<file path="src/rtl/fifo_wr_arbiter_pkg.sv">
// Shared definitions for the FIFO write-port arbiter: FSM encoding and a
// ceiling-log2 helper used to size owner and credit fields.
package fifo_wr_arbiter_pkg;

    typedef enum logic {
        ST_IDLE = 1'b0,
        ST_BUSY = 1'b1
    } arb_state_t;

    // Ceiling log2, usable in parameter expressions.
    function automatic int clog2(input int value);
        int r;
        r = 0;
        for (int i = 0; i < 31; i++) begin
            if ((1 << i) < value) r = i + 1;
        end
        return r;
    endfunction

endpackage

</file>
<file path="src/rtl/fifo_wr_arbiter_if.sv">
// Producer-side and FIFO-side signals of the write-port arbiter, bundled so
// the arbiter sees one slave port and the environment one master port.
interface fifo_wr_arbiter_if #(
    parameter int NUM_REQ    = 4,
    parameter int DATA_WIDTH = 8
);

    // Handshake: requester k offers a beat with i_req[k] (plus i_last[k] and
    // its data slice); the beat is taken in the cycle o_ack[k] is high, and
    // the producer advances to its next beat only after that cycle.
    logic [NUM_REQ-1:0]            i_req;
    logic [NUM_REQ-1:0]            i_last;
    logic [NUM_REQ*DATA_WIDTH-1:0] i_data;
    logic [NUM_REQ-1:0]            o_ack;
    logic                          i_fifo_pop;
    logic                          o_fifo_wen;
    logic [DATA_WIDTH-1:0]         o_fifo_wdata;

    modport slave (
        input  i_req, i_last, i_data, i_fifo_pop,
        output o_ack, o_fifo_wen, o_fifo_wdata
    );

    modport master (
        output i_req, i_last, i_data, i_fifo_pop,
        input  o_ack, o_fifo_wen, o_fifo_wdata
    );

endinterface

</file>
<file path="src/rtl/fifo_wr_arbiter_rr_picker.sv">
// Rotating-priority encoder: returns the first active request at or after
// i_ptr, wrapping around, by scanning a doubled request vector.
module rr_picker #(
    parameter int NUM_REQ = 4,
    parameter int IDX_W   = 2
) (
    input  logic [NUM_REQ-1:0] i_req,
    input  logic [IDX_W-1:0]   i_ptr,
    output logic               o_valid,
    output logic [IDX_W-1:0]   o_idx
);

    logic [2*NUM_REQ-1:0] dbl;
    logic [IDX_W-1:0]     off;
    logic [IDX_W:0]       sum;
    logic                 found;

    always_comb begin
        dbl   = {i_req, i_req} >> i_ptr;
        off   = '0;
        found = 1'b0;
        for (int k = 0; k < NUM_REQ; k++) begin
            if (!found && dbl[k]) begin
                off   = IDX_W'(k);
                found = 1'b1;
            end
        end
        // Offset is relative to the pointer; fold back into 0..NUM_REQ-1.
        sum = {1'b0, i_ptr} + {1'b0, off};
        if (sum >= (IDX_W+1)'(NUM_REQ)) sum = sum - (IDX_W+1)'(NUM_REQ);
        o_idx   = sum[IDX_W-1:0];
        o_valid = |i_req;
    end

endmodule

</file>
<file path="src/rtl/fifo_wr_arbiter.sv">
// Packet-granular round-robin arbiter for a single FIFO write port, with a
// local credit counter so no write is issued into a full FIFO.
module fifo_wr_arbiter
    import fifo_wr_arbiter_pkg::*;
#(
    parameter  int NUM_REQ    = 4,
    parameter  int DATA_WIDTH = 8,
    parameter  int DEPTH      = 16,
    localparam int OWN_W      = clog2(NUM_REQ),
    localparam int CRD_W      = clog2(DEPTH + 1)
) (
    input  logic               i_clk,
    input  logic               i_rst_n,
    fifo_wr_arbiter_if.slave   bus,
    output logic               o_busy,
    output logic [OWN_W-1:0]   o_owner,
    output logic [CRD_W-1:0]   o_credits,
    output arb_state_t         o_dbg_state
);

    localparam logic [CRD_W-1:0] FULL_CRD = CRD_W'(DEPTH);

    arb_state_t            state_q, state_d;
    logic [OWN_W-1:0]      owner_q, ptr_q, pick_idx, ptr_next;
    logic                  pick_valid, accept, own_req, own_last;
    logic [CRD_W-1:0]      credits_q;
    logic                  wen_q;
    logic [DATA_WIDTH-1:0] wdata_q, own_data;

    rr_picker #(
        .NUM_REQ (NUM_REQ),
        .IDX_W   (OWN_W)
    ) u_picker (
        .i_req   (bus.i_req),
        .i_ptr   (ptr_q),
        .o_valid (pick_valid),
        .o_idx   (pick_idx)
    );

    assign own_req  = bus.i_req[owner_q];
    assign own_last = bus.i_last[owner_q];
    assign own_data = bus.i_data[owner_q*DATA_WIDTH +: DATA_WIDTH];
    assign ptr_next = (owner_q == OWN_W'(NUM_REQ - 1)) ? '0 : owner_q + OWN_W'(1);

    always_ff @(posedge i_clk or negedge i_rst_n) begin
        if (!i_rst_n) state_q <= ST_IDLE;
        else          state_q <= state_d;
    end

    // Ownership lasts until the owner's last beat is accepted; a stalled
    // owner keeps the port indefinitely.
    always_comb begin
        state_d = state_q;
        case (state_q)
            ST_IDLE: if (pick_valid)          state_d = ST_BUSY;
            ST_BUSY: if (accept && own_last)  state_d = ST_IDLE;
            default:                          state_d = ST_IDLE;
        endcase
    end

    always_comb begin
        accept    = 1'b0;
        bus.o_ack = '0;
        if (state_q == ST_BUSY) begin
            accept             = own_req && (credits_q != '0);
            bus.o_ack[owner_q] = accept;
        end
    end

    always_ff @(posedge i_clk or negedge i_rst_n) begin
        if (!i_rst_n) begin
            owner_q <= '0;
            ptr_q   <= '0;
        end else begin
            if (state_q == ST_IDLE && pick_valid)        owner_q <= pick_idx;
            if (state_q == ST_BUSY && accept && own_last) ptr_q  <= ptr_next;
        end
    end

    // A pop at full credit is a consumer error; saturate rather than wrap.
    always_ff @(posedge i_clk or negedge i_rst_n) begin
        if (!i_rst_n) begin
            credits_q <= FULL_CRD;
        end else begin
            case ({accept, bus.i_fifo_pop})
                2'b10:   credits_q <= credits_q - CRD_W'(1);
                2'b01:   if (credits_q != FULL_CRD) credits_q <= credits_q + CRD_W'(1);
                default: credits_q <= credits_q;
            endcase
        end
    end

    always_ff @(posedge i_clk or negedge i_rst_n) begin
        if (!i_rst_n) begin
            wen_q   <= 1'b0;
            wdata_q <= '0;
        end else begin
            wen_q <= accept;
            if (accept) wdata_q <= own_data;
        end
    end

    assign bus.o_fifo_wen   = wen_q;
    assign bus.o_fifo_wdata = wdata_q;
    assign o_busy           = (state_q == ST_BUSY);
    assign o_owner          = owner_q;
    assign o_credits        = credits_q;
    assign o_dbg_state      = state_q;

    pop_at_full_a: assert property (@(posedge i_clk) disable iff (!i_rst_n)
        !(bus.i_fifo_pop && credits_q == FULL_CRD));

endmodule
</file>
<file path="src/flat_wrapper.sv">
// flat-port wrapper written by rule: the top's interface ports become plain ports
module fifo_wr_arbiter_flat import fifo_wr_arbiter_pkg::*;
#(
    parameter  int NUM_REQ    = 4,
    parameter  int DATA_WIDTH = 8,
    parameter  int DEPTH      = 16,
    localparam int OWN_W      = clog2(NUM_REQ),
    localparam int CRD_W      = clog2(DEPTH + 1)
)
  (i_clk, i_rst_n, o_busy, o_owner, o_credits, o_dbg_state, bus_i_req, bus_i_last, bus_i_data, bus_i_fifo_pop, bus_o_ack, bus_o_fifo_wen, bus_o_fifo_wdata);
  fifo_wr_arbiter_if #(.NUM_REQ(NUM_REQ), .DATA_WIDTH(DATA_WIDTH)) bus_i ();
  input  logic i_clk;
  input  logic i_rst_n;
  output logic o_busy;
  output logic [OWN_W-1:0] o_owner;
  output logic [CRD_W-1:0] o_credits;
  output arb_state_t o_dbg_state;
  input wire logic [$bits(bus_i.i_req)-1:0] bus_i_req;
  input wire logic [$bits(bus_i.i_last)-1:0] bus_i_last;
  input wire logic [$bits(bus_i.i_data)-1:0] bus_i_data;
  input wire logic [$bits(bus_i.i_fifo_pop)-1:0] bus_i_fifo_pop;
  output wire logic [$bits(bus_i.o_ack)-1:0] bus_o_ack;
  output wire logic [$bits(bus_i.o_fifo_wen)-1:0] bus_o_fifo_wen;
  output wire logic [$bits(bus_i.o_fifo_wdata)-1:0] bus_o_fifo_wdata;
  assign bus_i.i_req = bus_i_req;
  assign bus_i.i_last = bus_i_last;
  assign bus_i.i_data = bus_i_data;
  assign bus_i.i_fifo_pop = bus_i_fifo_pop;
  assign bus_o_ack = bus_i.o_ack;
  assign bus_o_fifo_wen = bus_i.o_fifo_wen;
  assign bus_o_fifo_wdata = bus_i.o_fifo_wdata;
  fifo_wr_arbiter #(.NUM_REQ(NUM_REQ), .DATA_WIDTH(DATA_WIDTH), .DEPTH(DEPTH)) u_core (.i_clk(i_clk), .i_rst_n(i_rst_n), .bus(bus_i), .o_busy(o_busy), .o_owner(o_owner), .o_credits(o_credits), .o_dbg_state(o_dbg_state));
endmodule
</file>
<file path="config.mk">
export PLATFORM = sky130hd
export DESIGN_NAME = fifo_wr_arbiter_flat
export DESIGN_NICKNAME = d
export VERILOG_FILES = /design/src/rtl/fifo_wr_arbiter_pkg.sv /design/src/rtl/fifo_wr_arbiter_if.sv /design/src/rtl/fifo_wr_arbiter_rr_picker.sv /design/src/rtl/fifo_wr_arbiter.sv /design/src/flat_wrapper.sv
export SDC_FILE = /design/constraint.sdc
export NUM_CORES = 1
export LEC_CHECK = 0
export CAP_MARGIN = 5
export CELL_PAD_IN_SITES_DETAIL_PLACEMENT = 1
export CELL_PAD_IN_SITES_GLOBAL_PLACEMENT = 2
export CORE_ASPECT_RATIO = 0.5
export CORE_MARGIN = 2
export CORE_UTILIZATION = 25
export DETAILED_ROUTE_END_ITERATION = 8
export PLACE_DENSITY_LB_ADDON = 0.2
export SETUP_SLACK_MARGIN = 0.02
export SLEW_MARGIN = 20
export SYNTH_ARGS = -nofsm -noshare
export SYNTH_HDL_FRONTEND = slang
export SYNTH_HIERARCHICAL = 1
export SYNTH_SLANG_ARGS = --single-unit
</file>
<file path="constraint.sdc">
create_clock -name i_clk -period 3.1 [get_ports i_clk]
set_input_delay 0.31 -clock i_clk [delete_from_list [all_inputs] [get_ports i_clk]]
set_output_delay 0.31 -clock i_clk [all_outputs]
set_load 0.005 [all_outputs]
</file>
==> flow_summary.yaml <==
clock_tree:
  cts_tree: "yes"
  clkTransAtPathRegs_ps: 60
  htree_num_levels: 1
  cts_max_path_buffers: 2
  cts_hold_buffers: 0
  cts_sinks: 19
  cts-root-buf: "clkbuf_16"
  post_cts_buffers: 0
  ctsResizeCount: 0
  clk_latency_ps: 250
  tritoncts.num_buffers: 3
synthesis:
  ys_seq_area_share_pct: 33.0
  synth_edf_count: 0
  synth_nets: 172
  yosysUniqueCellTypes: 44
  synth-seq-cells: 19
  synth.area.top_cells: "dfrtp_1 (31%), mux4_2 (16%), mux2_2 (8.6%), ha_1 (6.9%), mux2i_1 (2.8%)"
  async_flop_share_pct: 100
  yosys_warnings: 6
  syn_inst: 120
  synth_top_flop_cell: "dfrtp_1"
  syn_avg_cell_area_sq_um: 12.0
  netlist_area_sq_um: 1440
  yosys.area.top_type: "dfrtp_1"
  synth_top_area_share_pct: 31.2
worst_setup_path:
  start_kind: "register"
  worstSetupPathType: "reg -> out"
  slowest_stage: "or4_4"
  crit_chain: "or4_4 > o211ai_4 > buf_4 > inv_2 > and2_1 > clkdlybuf4s50_1"
  end_kind: "primary output"
  crit_arrival_ps: 2490
  worstSetupStartpoint: "u_core/o_credits[1]$_DFFE_PN0P_"
  cpPeakStageDelay_ps: 610
  reg2reg_slack_ps: 320
  cp_max_fo: 14
  r2r-end: "u_core/o_credits[4]$_DFFE_PN1P_"
  reg2reg_from: "u_core/o_credits[1]$_DFFE_PN0P_"
  r2r.worst_path.cells: 9
  required_ps: 2790
global_routing:
  grt_pass1_vias: 1314
  grt_start_max_net_pins: 20
  antenna_found_initial: 0
  grt_pass1_wl_um: 6320
  grt.total_usage_pct: 12.5
  grt-ovfl-total: 0
timing:
  slew_headroom_pct: 43.4
  setup_violations: 0
  skew_ps: 3.19
  max_slew.worst_pin.slew_ps: 846
  hold_viol: 0
  rsz0062_at_grt: "no"
  maxSlewViolCount: 0
  period_share_pct: 90.3
  fin_tns_setup_ps: 0
  final.min_clock_period_ps: 2800
  timing.fmax_mhz: 357
finish:
  area_delta_synth_final_pct: 56.8
  drive_gt1_share_pct: 23.4
  final_cell_mix: "clkdlybuf4s50_1 (64), dfrtp_1 (18), mux2_2 (11)"
  num_antenna_cells: 0
  fin_util_pct: 41.0
  num-fill-cells: 616
  regArea_sq_um: 477
  multi_input_comb_area_sq_um: 901
  layout_commonest_cell: "clkdlybuf4s50_1"
  fin_nets: 241
place:
  hpwl_um: 2970
  portBuffers: 64
  place_congestion: 0.670
power_and_ir_drop:
  p_leak_nw: 0.902
  vdd_ir_drop_max_mv: 0.325
  powerDensity_nw_per_um2: 928
drt:
  drcViolationCount: 0
  ant_nets: 0
  drtIter0Drc: 48
  detail_route.vias_per_cell: 4.61
  post_drt_wl_per_cell_um: 14.1
  drt-pass1-iter-count: 4
  route.vias.total: 1203
  drt-total-wl_um: 3680
hold_path:
  worstHoldStart: "u_core/bus.o_fifo_wdata[4]$_DFFE_PN0P_"
  hp-class: "reg -> reg"
  hold_end: "u_core/bus.o_fifo_wdata[4]$_DFFE_PN0P_"
  min_path_cells: 1
floorplanning:
  die_w_um: 111
  ios: 65
  rows: 19
  die_h_um: 57.7
  core_sq_um: 5520
  start_util_pct: 26.2
  die_area_sq_um: 6440
job:
  drv_cap: 0
outcome:
  status: "finished, final reports clean"
-- cell type report --
class	count	share of cell area [%]
multi-input combinational	89	39.8
tap	73	4.04
inverter	5	0.829
clock inverter	1	0.332
clock buffer	3	3.32
timing repair buffer	71	30.6
sequential	19	21.1
-- worst max-delay path, delay by kind of cell (launching register included) --
| family | cells | cell delay (ps) |
|---|---|---|
| buffers and inverters | 3 | 820 |
| flip-flops | 1 | 460 |
| AND/OR/NAND/NOR | 2 | 770 |
| AO/OA/AOI/OAI | 1 | 190 |
-- report_power, final --
group / internal (mW) / switching [mW]
logic: 0.793 / 0.517
registers: 0.386 / 0.132
clock network: 0.174 / 0.0979
total: 1.35 / 0.746
-- cell families after synthesis --
family	synth area share, %
AND/OR/NAND/NOR	10.1
multiplexers	29.5
AO/OA/AOI/OAI	11.4
flip-flops	33.0
buffers and inverters	4.59
adder cells (fa/ha/maj)	8.32
XOR/XNOR	3.03
-- stage by stage --
step	setup slack, ps	hold slack, ps	power (mW)	std cells	cell area [sq um]
finish	302	507	2.10	261	2260
global route	167	533	2.29	261	2260
CTS	265	510	2.14	261	2260
detailed placement	88.2	496	1.86	257	2180
global placement	155	490	1.84	257	2180
floorplan	259	14.4	1.35	120	1440
-- worst max-delay path by stage --
| stage | end | cells past startpoint |
|---|---|---|
| CTS | bus_o_ack[0] | 6 |
| detailed placement | u_core/o_credits[4]$_DFFE_PN1P_ | 10 |
| global route | bus_o_ack[0] | 6 |
| global placement | u_core/o_credits[4]$_DFFE_PN1P_ | 10 |
| finish | bus_o_ack[1] | 6 |
| floorplan | u_core/o_credits[4]$_DFFE_PN1P_ | 10 |
-- synth_stat cells, drive strengths merged (3+ instances only) --
cell	instances
xnor2	3
and2	4
mux2	12
buf	6
mux2i	5
nor2	5
ha	8
a21o	3
mux4	10
nand2	8
o21ai	4
inv	5
nand2b	3
nor3	3
dfrtp	18
-- flip-flops by register name, summed over array words and instances (netlist names) --
register and flops:
u_core/o_busy 1, u_core/ptr_q 2, u_core/bus.o_fifo_wen 1, u_core/bus.o_fifo_wdata 8
u_core/o_credits 5, u_core/o_owner 2
-- routing by layer --
| layer | global-route usage, % | wire [um] | vias to the layer above |
|---|---|---|---|
| met4 | 4.23 | 54 | 0 |
| met1 | 15.3 | 1620 | 591 |
| met2 | 21.9 | 1820 | 30 |
| met3 | 3.24 | 187 | 4 |
| li1 | - | - | 578 |
| met5 | 0 | 0 | - |
(Power assumes the default switching activity.)
